[src/rtl/alu_srcb_pkg.sv]
// Shared types for the ALU operand-B source stage: source select codes and
// skid-buffer occupancy states.
package alu_srcb_pkg;

    typedef enum logic [2:0] {
        SRCB_B      = 3'd0,
        SRCB_INC    = 3'd1,
        SRCB_EXT    = 3'd2,
        SRCB_EXT_SH = 3'd3,
        SRCB_FWD    = 3'd4,
        SRCB_UPPER  = 3'd5
    } srcb_sel_t;

    typedef enum logic [1:0] {
        EMPTY = 2'd0,
        ONE   = 2'd1,
        TWO   = 2'd2
    } skid_state_t;

    localparam int SEL_W = 3;

endpackage

[src/rtl/srcb_skid_buffer.sv]
// Two-entry valid/ready skid buffer; entry 0 is always the oldest beat and
// drives the outputs directly.
module srcb_skid_buffer
    import alu_srcb_pkg::*;
#(
    parameter int W = 35
) (
    input  logic         clk_i,
    input  logic         rst_i,
    input  logic [W-1:0] in_data_i,
    input  logic         in_valid_i,
    output logic         in_ready_o,
    output logic [W-1:0] out_data_o,
    output logic         out_valid_o,
    input  logic         out_ready_i
);

    skid_state_t  state_q, state_d;
    logic [W-1:0] ent0_q, ent0_d;
    logic [W-1:0] ent1_q, ent1_d;
    logic         in_ready_q;
    logic         accept;
    logic         drain;

    assign accept      = in_valid_i & in_ready_q;
    assign drain       = (state_q != EMPTY) & out_ready_i;
    assign in_ready_o  = in_ready_q;
    assign out_valid_o = (state_q != EMPTY);
    assign out_data_o  = ent0_q;

    always_comb begin
        state_d = state_q;
        ent0_d  = ent0_q;
        ent1_d  = ent1_q;
        case (state_q)
            EMPTY: begin
                if (accept) begin
                    ent0_d  = in_data_i;
                    state_d = ONE;
                end
            end
            ONE: begin
                if (accept && drain) begin
                    ent0_d = in_data_i;
                end else if (accept) begin
                    ent1_d  = in_data_i;
                    state_d = TWO;
                end else if (drain) begin
                    state_d = EMPTY;
                end
            end
            TWO: begin
                // in_ready is low here, so only a drain can happen
                if (drain) begin
                    ent0_d  = ent1_q;
                    state_d = ONE;
                end
            end
            default: state_d = EMPTY;
        endcase
    end

    always_ff @(posedge clk_i or posedge rst_i) begin
        if (rst_i) begin
            state_q    <= EMPTY;
            ent0_q     <= '0;
            ent1_q     <= '0;
            in_ready_q <= 1'b1;
        end else begin
            state_q    <= state_d;
            ent0_q     <= ent0_d;
            ent1_q     <= ent1_d;
            in_ready_q <= (state_d != TWO);
        end
    end

endmodule

[src/rtl/alu_srcb_stage.sv]
// Registered ALU operand-B selector: extend/shift/select the source, tag it
// with the select code and pass it through a skid buffer so the ALU can stall.
module alu_srcb_stage
    import alu_srcb_pkg::*;
#(
    parameter int DATA_W    = 32,
    parameter int IMM_W     = 16,
    parameter int INC_CONST = 4,
    parameter int SHAMT     = 2,
    parameter int UPPER_SH  = 16
) (
    input  logic              clk_i,
    input  logic              rst_i,
    input  logic [SEL_W-1:0]  srcb_sel_i,
    input  logic              imm_sext_i,
    input  logic [DATA_W-1:0] b_reg_i,
    input  logic [IMM_W-1:0]  imm_i,
    input  logic [DATA_W-1:0] fwd_data_i,
    input  logic              in_valid_i,
    output logic              in_ready_o,
    output logic [DATA_W-1:0] out_data_o,
    output logic [SEL_W-1:0]  out_sel_o,
    output logic              out_valid_o,
    input  logic              out_ready_i,
    output logic              illegal_sel_o
);

    localparam int PAY_W = DATA_W + SEL_W;

    logic [DATA_W-1:0] imm_ext;
    logic [DATA_W-1:0] imm_zext;
    logic [DATA_W-1:0] sel_data;
    logic              sel_illegal;
    logic [PAY_W-1:0]  pay_out;
    logic              illegal_q, illegal_d;
    logic              accept;

    assign imm_ext  = {{(DATA_W-IMM_W){imm_sext_i & imm_i[IMM_W-1]}}, imm_i};
    assign imm_zext = {{(DATA_W-IMM_W){1'b0}}, imm_i};

    always_comb begin
        sel_data    = '0;
        sel_illegal = 1'b0;
        case (srcb_sel_i)
            SRCB_B:      sel_data = b_reg_i;
            SRCB_INC:    sel_data = DATA_W'(INC_CONST);
            SRCB_EXT:    sel_data = imm_ext;
            SRCB_EXT_SH: sel_data = imm_ext << SHAMT;
            SRCB_FWD:    sel_data = fwd_data_i;
            SRCB_UPPER:  sel_data = imm_zext << UPPER_SH;
            default:     sel_illegal = 1'b1;
        endcase
    end

    assign accept    = in_valid_i & in_ready_o;
    assign illegal_d = illegal_q | (accept & sel_illegal);

    always_ff @(posedge clk_i or posedge rst_i) begin
        if (rst_i) begin
            illegal_q <= 1'b0;
        end else begin
            illegal_q <= illegal_d;
        end
    end

    assign illegal_sel_o = illegal_q;

    srcb_skid_buffer #(
        .W (PAY_W)
    ) u_skid (
        .clk_i       (clk_i),
        .rst_i       (rst_i),
        .in_data_i   ({srcb_sel_i, sel_data}),
        .in_valid_i  (in_valid_i),
        .in_ready_o  (in_ready_o),
        .out_data_o  (pay_out),
        .out_valid_o (out_valid_o),
        .out_ready_i (out_ready_i)
    );

    assign out_sel_o  = pay_out[PAY_W-1 -: SEL_W];
    assign out_data_o = pay_out[DATA_W-1:0];

endmodule
[config.mk]
export PLATFORM = sky130hd
export DESIGN_NAME = alu_srcb_stage
export DESIGN_NICKNAME = d
export VERILOG_FILES = /design/src/rtl/alu_srcb_pkg.sv /design/src/rtl/srcb_skid_buffer.sv /design/src/rtl/alu_srcb_stage.sv
export SDC_FILE = /design/constraint.sdc
export NUM_CORES = 1
export LEC_CHECK = 0
export BUFFER_PORTS_ARGS = -buffer_cell sky130_fd_sc_hd__buf_2
export CORE_MARGIN = 1.5
export CORE_UTILIZATION = 47
export DETAILED_ROUTE_END_ITERATION = 7
export PLACE_DENSITY = 0.74
export SLEW_MARGIN = 10
export SYNTH_ARGS = -nofsm -noshare
export SYNTH_HDL_FRONTEND = slang
export SYNTH_SLANG_ARGS = --single-unit
[constraint.sdc]
create_clock -name clk_i -period 2.1 [get_ports clk_i]
set_input_delay 0.21 -clock clk_i [delete_from_list [all_inputs] [get_ports clk_i]]
set_output_delay 0.21 -clock clk_i [all_outputs]
set_load 0.005 [all_outputs]
; ---- Word level (Yosys, flattened, before mapping)
; Index checks and enable logic that the tools add are counted.
[op_classes]
n_eq_ne = 11
n_mux = 12
bitwise = 6
n_reduce_logical = 8
[ops]
columns = operator, n
row1 = $pmux 32 s6, 1
row2 = $mux 35, 3
row3 = $pmux 35 s3, 1
row4 = $mux 2, 5
row5 = $eq 3x2->1 const B, 2
row6 = $eq 3x3->1 const B, 2
row7 = $pmux 2 s3, 1
row8 = $reduce_or 6->1, 1
row9 = $and 1x1->1, 4
row10 = $ne 2x1->1 const B, 2
row11 = $ne 2x2->1 const B, 2
row12 = $reduce_and 4->1, 1
row13 = $eq 3x1->1 const B, 1
row14 = $logic_not 3->1, 1
row15 = $reduce_and 3->1, 1
row16 = $reduce_bool 3->1, 1
row17 = $eq 2x1->1 const B, 1
row18 = $eq 2x2->1 const B, 1
row19 = $logic_not 2->1, 1
row20 = $reduce_bool 2->1, 1
row21 = $logic_and 1x1->1, 1
row22 = $mux 1, 1
row23 = $not 1->1, 1
row24 = $or 1x1->1, 1
[word_totals]
regBits = 74
in_bits = 88
out_inout_bits = 38

; ---- Depth between registers and ports, before layout
[logic_depth]
ltp_word = 7
mapped_depth = 7

; ---- By module
; From an unflattened synthesis, not the netlist that was laid out.
[unflattened]
hier_cells = 360
area_unflattened_um2 = 4386.7
[modules_own_cells]
columns = module, instances, cells_each, area_each_um2, seq_area_each_um2
row1 = srcb_skid_buffer, 1, 211, 3154.3, 1828.0
row2 = alu_srcb_stage, 1, 149, 1232.4, 25.0

; ---- Worst setup path after synthesis
; Ideal clock, no wire load.
[synth_path]
kind = flip-flop to flip-flop
startpoint = reg u_skid.state_q[1]
endpoint = reg u_skid.ent0_q[3], in the netlist u_skid.out_data_o[3]
t_arrival_ps = 1390
setup_slack_ps = 589
stages_incl_launch_ff = 8
synth_period_minus_slack_ps = 1511
cell_sequence = dfrtp_1 > buf_2 > and3b_1 > buf_2 > a21oi_4 > buf_4 > nor2_1 > a22o_1
[synth_between]
elab_chain_len = 5
elab_cells_between_ends = 12
[synth_rtl]
columns = element, line_no
row1 = "start, declared", srcb_skid_buffer.sv:18  ; skid_state_t state_q, state_d;
row2 = "start signal, assigned", srcb_skid_buffer.sv:70  ; state_q <= state_d;
row3 = $reduce_bool 2->1, srcb_skid_buffer.sv:26  ; assign drain = (state_q != EMPTY) & out_ready_i;
row4 = $and 1x1->1, srcb_skid_buffer.sv:26
row5 = $logic_and 1x1->1, srcb_skid_buffer.sv:43  ; if (accept && drain) begin
row6 = $ne 2x1->1 (no line), --
row7 = $reduce_and 4->1 (no line), --
row8 = "end signal, assigned", srcb_skid_buffer.sv:71  ; ent0_q <= ent0_d;
row9 = "end, declared", srcb_skid_buffer.sv:19  ; logic [W-1:0] ent0_q, ent0_d;
; Parallel ways exist; a longest one is shown, timed or not.
; A chain may end at the register's enable or synchronous reset.

; ---- Final worst setup path
[layout_path]
startpoint = reg u_skid.state_q[1]
endpoint = reg u_skid.ent0_q[2], in the netlist u_skid.out_data_o[2]
; The elaborated chain is that of the path after synthesis.

==> impl_metrics.ini <==
[outcome]
status = finished clean

[layout]
nFillCells = 789
layout_common_cells = 125 x buf_2, 73 x dfrtp_1, 43 x nor2_1, 41 x nand2_1, 29 x a21oi_1
multi_input_area_mm2 = 0.00212
seq_area_mm2 = 0.00185
area_delta_synth_final_pct = 21.8
nets = 651
final_common_cell = buf_2
diodes = 0
final_util = 0.588
drive_gt1_frac = 0.313

[timing]
holdWs_ps = 168
fmax_mhz = 530
fin_skew_ps = 11.6
fin_ws_ps = 213
min_period_ps = 1890
setup_viol = 0
slew_violations = 0
worstMarginPinSlew_ps = 996
tns_ps = 0
timing.final.crit_share = 0.899
finalHoldViolCount = 0
slew_headroom = 0.334
rsz0062_at_grt = false

[cts]
cts_htree_levels = 3
cts_inserted_buffers = 9
clk_pin_slew_worst_paths_ps = 70
cts_buffer_depth = 2
postCtsResizedCells = 0
clk_latency_ps = 350
cts_num_sinks = 74
root_buffer = clkbuf_8
cts_tree = done

[critical_path]
critPathLaunchType = flop
required_ps = 2340
reg2regPathDepth = 5
endpoint_kind = flop
critPathKind = flop to flop
worstPathArrival_ps = 2130
crit_fanout = 15

[floorplanning]
core.rowCount = 34
die_h_um = 97.4
io_pins = 126
dieArea_mm2 = 0.00949
initial_core_util = 0.483
core_area_mm2 = 0.00868
die_x_um = 97.4

[power]
ir_drop_v = 0.000567
p_per_area_mw_per_mm2 = 1070
p_leak_uw = 0.00241

[yosys]
synth_edf_count = 0
avgSynthCellArea_um2 = 9.35
synth_area_leader_cell = dfrtp_1
synth-main-ff-cell = dfrtp_1
seq_area_frac_synth = 0.442
synth.ff_latch_count = 74
synth_warnings = 0
synth_area_leaders = dfrtp_1 44%, o221ai_1 4.6%, a22oi_1 4.1%
ys_async_sr_fraction = 1.00
synth_top_area_frac = 0.436
synthCells = 448
synth_nets = 536
synth_area_mm2 = 0.00419
synth.distinct_cells = 48

[routing]
viasPerCell = 6.23
drc = 0
totalWireLength_mm = 13.2
dr.pass1.iters = 5
antenna_left = 0
post_drt_wl_per_cell_um = 19.5
drt_iter0_drc = 292
num_vias = 4209

[placement]
io_buffers = 125
dp_slack_ps = 178
gp_congestion = 0.866
dp_hpwl_mm = 9.35

[hold_path]
hold_depth = 3
min_path_type = input pin to flop

[global_routing]
grt_max_degree = 75
grt_first_pass_wirelength_mm = 21.2
grt_pass1_vias = 4096
globalRoute.totalOverflow = 0
antenna_found_initial = 0
grt_use_total = 0.279

[job]
maxCapViolations = 0
-- sequential cells by signal, summed over array words and instances, names as in the netlist --
register / flops
illegal_sel_o: 1
u_skid.ent1_q: 35
u_skid.in_ready_o: 1
u_skid.state_q: 2
u_skid.out_data_o: 35
-- worst max-delay path, cell delays in order (launching register included) --
cell and delay [ps]:
dfrtp_1 570, and3b_1 310, a21oi_4 350, buf_4 300
a311oi_1 70, a21o_1 180
-- path summary, 6_finish.rpt --
kind,startpoint,slack (ps),end
setup / recovery,u_skid.state_q[1],210,u_skid.out_data_o[2]
hold / removal,b_reg_i[17],170,u_skid.ent1_q[17]
setup reg to reg,u_skid.state_q[1],210,u_skid.out_data_o[2]
hold reg to reg,u_skid.out_data_o[34],480,u_skid.out_data_o[34]
max in group asynchronous,rst_i,1270,u_skid.in_ready_o
min in group asynchronous,rst_i,470,u_skid.ent1_q[5]
-- logic make-up after synthesis --
kind of cell,after synthesis,share of synthesized area
AOI/OAI and AO/OA,173,0.298
and+or+nand+nor,133,0.154
DFF,74,0.442
buffers and inverters,47,0.0526
muxes,21,0.0538
-- layout make-up --
type                       instances  share of cell area
clock inverter                     4             0.00442
timing repair buffer             147               0.160
inverter                           4             0.00294
clock buffer                      12              0.0265
multi-input combinational        327               0.416
tap                              108              0.0265
sequential                        74               0.363
-- stage by stage --
| stage | area, um^2 | power [uW] | cells |
|---|---|---|---|
| detailed placement | 4930 | 4510 | 659 |
| finish | 5100 | 5470 | 676 |
| global placement | 4930 | 4420 | 659 |
| floorplan | 4190 | 3680 | 448 |
| global route | 5100 | 5810 | 676 |
| CTS | 5100 | 5490 | 676 |
-- power by group --
part | total (uW) | switching, uW | internal [uW]
Combinational | 1980 | 989 | 991
Sequential | 2520 | 420 | 2100
Clock | 963 | 538 | 425
-- routing by layer --
metal  GRT usage  share of wire  vias to the layer above
li1            -              -                     1897
met1       0.375           0.41                     2073
met2       0.447           0.48                      223
met3      0.0532          0.092                       16
met4       0.104          0.016                        0
met5           0              0                        -
-- Yosys cell counts, types with 2 or more instances --
cell,instances
nand3_1,3
nor3b_1,7
and2_1,5
a22o_1,18
buf_2,28
a31oi_1,2
clkbuf_1,11
o31ai_1,5
o22a_1,12
inv_1,3
nor3_1,8
buf_4,2
o21ai_1,2
or2_2,2
a32oi_1,2
o21a_1,18
nor3_2,2
a22oi_1,23
mux2i_1,9
a21oi_1,29
a21o_1,5
dfrtp_1,73
and4b_1,2
nand2b_1,3
o221ai_1,22
nand2_1,41
and3b_1,2
a211oi_1,7
nor2_1,43
and2_0,2
mux2_2,12
nor2b_1,8
o21ai_0,22
-- what timing repair did --
item,4_1_cts,5_1_grt
hold endpoints to repair,73,0
buffers inserted,0,0
hold buffers,1,0
Power figures use the tool's default switching activity.
